### config.mk
export PLATFORM = sky130hd
export DESIGN_NAME = ball_motion
export DESIGN_NICKNAME = d
export VERILOG_FILES = /design/src/rtl/ball_motion.sv
export SDC_FILE = /design/constraint.sdc
export NUM_CORES = 1
export LEC_CHECK = 0
export ABC_AREA = 1
export BUFFER_PORTS_ARGS = -buffer_cell sky130_fd_sc_hd__buf_2
export CORE_UTILIZATION = 61
export DETAILED_ROUTE_END_ITERATION = 6
export GPL_ROUTABILITY_DRIVEN = 0
export GPL_TIMING_DRIVEN = 0
export HOLD_SLACK_MARGIN = 0.06
export PLACE_DENSITY = 0.94
export SLEW_MARGIN = 10
export SYNTH_ARGS = -nofsm -noshare
export SYNTH_HDL_FRONTEND = slang
export SYNTH_SLANG_ARGS = --single-unit
### constraint.sdc
create_clock -name clk -period 3.2 [get_ports clk]
set_input_delay 0.8 -clock clk [delete_from_list [all_inputs] [get_ports clk]]
set_output_delay 0.8 -clock clk [all_outputs]
set_load 0.02 [all_outputs]
### src/rtl/ball_motion.sv
// Breakout ball physics: per-frame stepping, wall/paddle/brick reflection, loss detection.
// Optional BALL_SPEEDUP_EN: step grows by 1 every 8 acked brick hits, saturating at 6.
module ball_motion #(
  parameter int SCREEN_W  = 640,
  parameter int SCREEN_H  = 480,
  parameter int BALL_SIZE = 8,
  parameter int START_X   = 316,
  parameter int START_Y   = 400,
  parameter int SPEED     = 2
) (
  input  logic       clk,
  input  logic       reset_n,
  input  logic       frame_tick,
  input  logic       launch,
  input  logic       hit_paddle,
  input  logic       hit_brick,
  input  logic       hit_horiz,
  output logic       hit_ack,
  output logic [9:0] ball_x,
  output logic [9:0] ball_y,
  output logic       ball_dx_neg,
  output logic       ball_dy_neg,
  output logic       ball_lost,
  output logic       ball_active
);

  localparam logic [10:0] X_MAX  = 11'(SCREEN_W - BALL_SIZE);
  localparam logic [10:0] Y_LOST = 11'(SCREEN_H - BALL_SIZE);
  localparam logic [9:0]  X_RST  = 10'(START_X);
  localparam logic [9:0]  Y_RST  = 10'(START_Y);
  localparam logic [2:0]  STEP0  = 3'(SPEED);

  typedef enum logic [1:0] {
    IDLE,
    MOVE,
    CHECK,
    LOST
  } state_t;

  state_t state_q, state_d;

  logic [9:0] x_q, x_d;
  logic [9:0] y_q, y_d;
  logic       dx_neg_q, dx_neg_d;
  logic       dy_neg_q, dy_neg_d;
  logic       hit_ack_q, hit_ack_d;
  logic [2:0] step;

  logic [10:0] x_ext, y_ext, step_ext;
  logic [10:0] x_step, y_step;
  logic        wall_x0, wall_xmax, wall_y0, off_bottom;

`ifdef BALL_SPEEDUP_EN
  logic [2:0] step_q, step_d;
  logic [2:0] brick_cnt_q, brick_cnt_d;

  assign step = step_q;

  always_comb begin
    step_d      = step_q;
    brick_cnt_d = brick_cnt_q;
    if (state_q == CHECK && hit_brick) begin
      brick_cnt_d = brick_cnt_q + 3'd1;
      if (brick_cnt_q == 3'd7 && step_q < 3'd6)
        step_d = step_q + 3'd1;
    end else if (state_q == LOST) begin
      step_d      = STEP0;
      brick_cnt_d = 3'd0;
    end
  end

  always_ff @(posedge clk or negedge reset_n) begin
    if (!reset_n) begin
      step_q      <= STEP0;
      brick_cnt_q <= 3'd0;
    end else begin
      step_q      <= step_d;
      brick_cnt_q <= brick_cnt_d;
    end
  end
`else
  assign step = STEP0;
`endif

  // 11-bit stepping so underflow and overshoot clamp cleanly
  always_comb begin
    x_ext    = {1'b0, x_q};
    y_ext    = {1'b0, y_q};
    step_ext = {8'd0, step};
    x_step   = x_ext + step_ext;
    y_step   = y_ext + step_ext;
    if (dx_neg_q)
      x_step = (x_ext < step_ext) ? 11'd0 : x_ext - step_ext;
    else if (x_step > X_MAX)
      x_step = X_MAX;
    if (dy_neg_q)
      y_step = (y_ext < step_ext) ? 11'd0 : y_ext - step_ext;
  end

  assign wall_x0    = ({1'b0, x_q} == 11'd0);
  assign wall_xmax  = ({1'b0, x_q} == X_MAX);
  assign wall_y0    = ({1'b0, y_q} == 11'd0);
  assign off_bottom = ({1'b0, y_q} >= Y_LOST);

  always_ff @(posedge clk or negedge reset_n) begin
    if (!reset_n) state_q <= IDLE;
    else          state_q <= state_d;
  end

  always_comb begin
    state_d = state_q;
    unique case (state_q)
      IDLE:  if (launch) state_d = MOVE;
      MOVE:  if (frame_tick) state_d = CHECK;
      CHECK: state_d = off_bottom ? LOST : MOVE;
      LOST:  state_d = IDLE;
      default: state_d = IDLE;
    endcase
  end

  always_comb begin
    x_d       = x_q;
    y_d       = y_q;
    dx_neg_d  = dx_neg_q;
    dy_neg_d  = dy_neg_q;
    hit_ack_d = 1'b0;
    unique case (state_q)
      MOVE: begin
        if (frame_tick) begin
          x_d = x_step[9:0];
          y_d = y_step[9:0];
        end
      end
      CHECK: begin
        hit_ack_d = hit_paddle | hit_brick;
        // Absolute sets from walls/paddle win over brick toggles
        if (wall_x0)
          dx_neg_d = 1'b0;
        else if (wall_xmax)
          dx_neg_d = 1'b1;
        else if (hit_brick && hit_horiz)
          dx_neg_d = ~dx_neg_q;
        if (wall_y0)
          dy_neg_d = 1'b0;
        if (hit_paddle)
          dy_neg_d = 1'b1;
        if (hit_brick && !hit_horiz && !wall_y0 && !hit_paddle)
          dy_neg_d = ~dy_neg_q;
      end
      LOST: begin
        x_d      = X_RST;
        y_d      = Y_RST;
        dx_neg_d = 1'b0;
        dy_neg_d = 1'b1;
      end
      default: ;
    endcase
  end

  always_ff @(posedge clk or negedge reset_n) begin
    if (!reset_n) begin
      x_q       <= X_RST;
      y_q       <= Y_RST;
      dx_neg_q  <= 1'b0;
      dy_neg_q  <= 1'b1;
      hit_ack_q <= 1'b0;
    end else begin
      x_q       <= x_d;
      y_q       <= y_d;
      dx_neg_q  <= dx_neg_d;
      dy_neg_q  <= dy_neg_d;
      hit_ack_q <= hit_ack_d;
    end
  end

  always_comb begin
    ball_x      = x_q;
    ball_y      = y_q;
    ball_dx_neg = dx_neg_q;
    ball_dy_neg = dy_neg_q;
    hit_ack     = hit_ack_q;
    ball_lost   = (state_q == LOST);
    ball_active = (state_q == MOVE) || (state_q == CHECK);
  end

endmodule

==> results.py <==
metrics = {
    "outcome": {
        "status": "finished, final reports clean",
    },
    "timing": {
        "setup_viol": 0,
        "hold_viol": 0,
        "max_freq_mhz": 476,
        "relSlewSlack_pct": 65.8,
        "min_period_over_period_pct": 65.7,
        "fin_skew_ps": 12.5,
        "slew_violations": 0,
        "tightest_slew_ps": 514,
        "min_period_ps": 2100,
        "tns_ps": 0,
        "rsz0062_at_grt": "no",
    },
    "floorplan": {
        "die_y_um": 59.8,
        "fp.dieW_um": 59.8,
        "dieArea_mm2": 0.00358,
        "ios": 32,
        "start_util_pct": 65.7,
        "rows": 20,
        "core_mm2": 0.00310,
    },
    "global_routing": {
        "met2_usage_pct": 44.3,
        "grt_overflow": 0,
        "use_met1_pct": 41.5,
        "met3_usage_pct": 4.33,
        "grt_pass1_wl_mm": 7.79,
        "antenna_found_initial": 0,
        "grt_busiest_layer": "met2",
        "grt_pass1_vias": 1831,
        "grt_max_degree": 24,
        "grt.total_usage_pct": 28.8,
    },
    "cts": {
        "cts_sinks": 23,
        "cts_hold_buf": 0,
        "postCtsSetupRepairBufs": 0,
        "cts_tree": "yes",
        "cts.htree.levels": 1,
        "clk_path_buf_depth": 2,
        "cts.clk_slew.worst_paths_ps": 150,
        "cts.repair.resized": 0,
        "numCtsBuffers": 3,
        "root_buffer": "clkbuf_4",
        "clock_latency_ps": 330,
    },
    "synthesis": {
        "ys_ff_latch": 23,
        "postSynthCellCount": 301,
        "async_flop_share_pct": 100,
        "synth_top_cell_by_area": "dfrtp_1",
        "postSynthAreaPerCell_um2": 6.77,
        "yosys-top-cells-area": "dfrtp_1, dfstp_2, nand2_1",
        "synth_edf_count": 0,
        "yosysWarnings": 0,
        "yosysTopAreaCellShare_pct": 17.2,
        "ys_types": 39,
        "synth-main-ff-cell": "dfrtp_1",
        "yosysSeqAreaShare_pct": 28.8,
        "syn_area_mm2": 0.00204,
    },
    "place": {
        "dp_hpwl_mm": 3.68,
        "place_area_mm2": 0.00224,
        "port_buffers": 29,
    },
    "pwr": {
        "max-vdd-ir-drop_v": 0.000684,
        "power.leakage_nw": 1.12,
        "cellPowerDensity_mw_per_mm2": 1080,
    },
    "setup_path": {
        "crit_chain": "inv_1, ha_1, buf_2",
        "setup.worst_path.start": "state_q[0]$_DFFE_PN0P_",
        "startpoint_type": "register",
        "critPathBufInv": 2,
        "critPathKind": "register to output port",
        "worstSetupEndpointType": "output port",
        "critPathArrivalTime_ps": 1300,
        "critical_path.top_delay_family": "flip-flops",
        "rr_startpoint": "state_q[1]$_DFFE_PN0P_",
        "cpPeakStageDelay_ps": 430,
        "worstPathRequired_ps": 2400,
        "crit_fanout": 4,
        "critPathSlowestCell": "dfrtp_1",
    },
    "route": {
        "ant_nets": 0,
        "drt_iter0_markers": 155,
        "num_vias": 2099,
        "drt-pass1-iter-count": 5,
        "wirelength_mm": 4.80,
        "drcViolationCount": 0,
        "drt-vias-per-instance": 5.54,
        "wire_per_inst_um": 12.7,
    },
    "layout": {
        "final_nets": 351,
        "multiInputGateArea_mm2": 0.00124,
        "nFillCells": 282,
        "layout-drive-gt1-share_pct": 24.5,
        "antenna_cells": 0,
        "syn2layout_area_growth_pct": 11.5,
        "design_area_mm2": 0.00227,
        "regArea_um2": 587,
    },
    "min_path": {
        "holdCritPathClass": "primary input to async pin",
    },
    "job": {
        "drv_cap": 0,
    },
}
==> sequential cells by signal, indices dropped and copies added, names as in the netlist <==
signal / count
state_q: 2
ball_dy_neg: 1
ball_y: 9
ball_x: 9
hit_ack: 1
ball_dx_neg: 1
==> layer usage <==
metal	part of all wire (%)	vias up
li1	-	1050
met1	47	941
met2	45	98
met3	6.7	10
met4	0.98	0
met5	0	-
==> power by group <==
part / switching, W / internal [W]
clock network: 0.000102 / 0.0000478
logic: 0.00113 / 0.000568
registers: 0.000143 / 0.000456
total: 0.00137 / 0.00107
==> kinds of logic after synthesis <==
kind of cell               Yosys count  share of synthesized area (%)
and+or+nand+nor                    161                           37.1
AOI/OAI and AO/OA                   54                           15.9
buffers and inverters               48                           10.4
DFF                                 23                           28.8
adders and majority gates            8                           4.91
xor gates and xnor gates             5                           2.15
other                                1                          0.184
muxes                                1                          0.491
==> worst reg2reg max path: stages (launching register included) <==
cell	delay (ps)
dfrtp_1	400
inv_1	90
ha_1	220
nand2_1	90
o21ai_2	90
nand2_1	200
clkinv_1	300
o21ai_2	190
nand3b_1	130
o21ai_1	60
==> metrics by stage <==
step	worst slack [ps]	power (W)	instances	hold WS [ps]	utilization, %
after floorplan	1470	0.00187	302	504	-
after global placement	1160	0.00222	375	542	72.3
after detailed placement	1120	0.00227	375	539	72.3
after CTS	1100	0.00242	379	437	73.2
after global routing	1040	0.00266	379	452	73.2
final	1100	0.00244	379	410	73.2
==> Yosys cell counts, types with 3 or more instances <==
library cell	count
xor2_1	5
nand2_1	61
o22ai_1	3
buf_4	6
o21ai_0	17
nand3_2	4
dfrtp_1	14
a21oi_2	5
a31oi_1	4
a21oi_1	13
nand4_1	4
nand3_1	25
nand2_2	7
nor2_2	6
nor3_1	6
ha_1	8
o21ai_1	3
inv_1	34
nor2_1	42
dfstp_2	9
==> path summary, 6_finish.rpt <==
kind | endpoint | depth (start not counted) | slack (ps)
max | ball_active | 3 | 1100
max in group asynchronous | ball_x[5]$_DFFE_PN1P_ | 1 | 2410
min in group clk | ball_y[4]$_DFFE_PN1P_ | 2 | 560
min | state_q[1]$_DFFE_PN0P_ | 1 | 410
min reg2reg | ball_y[4]$_DFFE_PN1P_ | 2 | 560
max reg2reg | ball_x[9]$_DFFE_PN0P_ | 9 | 1280
==> cell type report <==
class	count	share of cell area, %
multi-input combinational	231	54.7
sequential	23	25.8
timing repair buffer	29	6.39
inverter	38	6.39
buffer	10	2.97
tap	44	2.42
clock buffer	3	0.991
clock inverter	1	0.330
==> cell usage in the layout, fill, tap and decap left out, drive strengths merged <==
cell type    netlist  final
nand2             69     69
nor2              50     50
inv               37     37
buf                8     37
nand3             29     29
o21ai             22     22
a21oi             18     18
dfrtp             14     14
dfstp              9      9
ha                 8      8
nor3               6      6
xor2               5      5
nand4              5      5
a31oi              4      4
clkbuf             1      4
o22ai              3      3
a211oi             2      2
a22oi              2      2
conb               1      2
clkinv             1      1
dlygate4sd1        1      1
nand3b             1      1
o21bai             1      1
nor4               1      1
a31o               1      1
o211ai             1      1
mux2i              1      1
clkinvlp           0      1
Note: power is estimated with default switching activity, not from simulation.
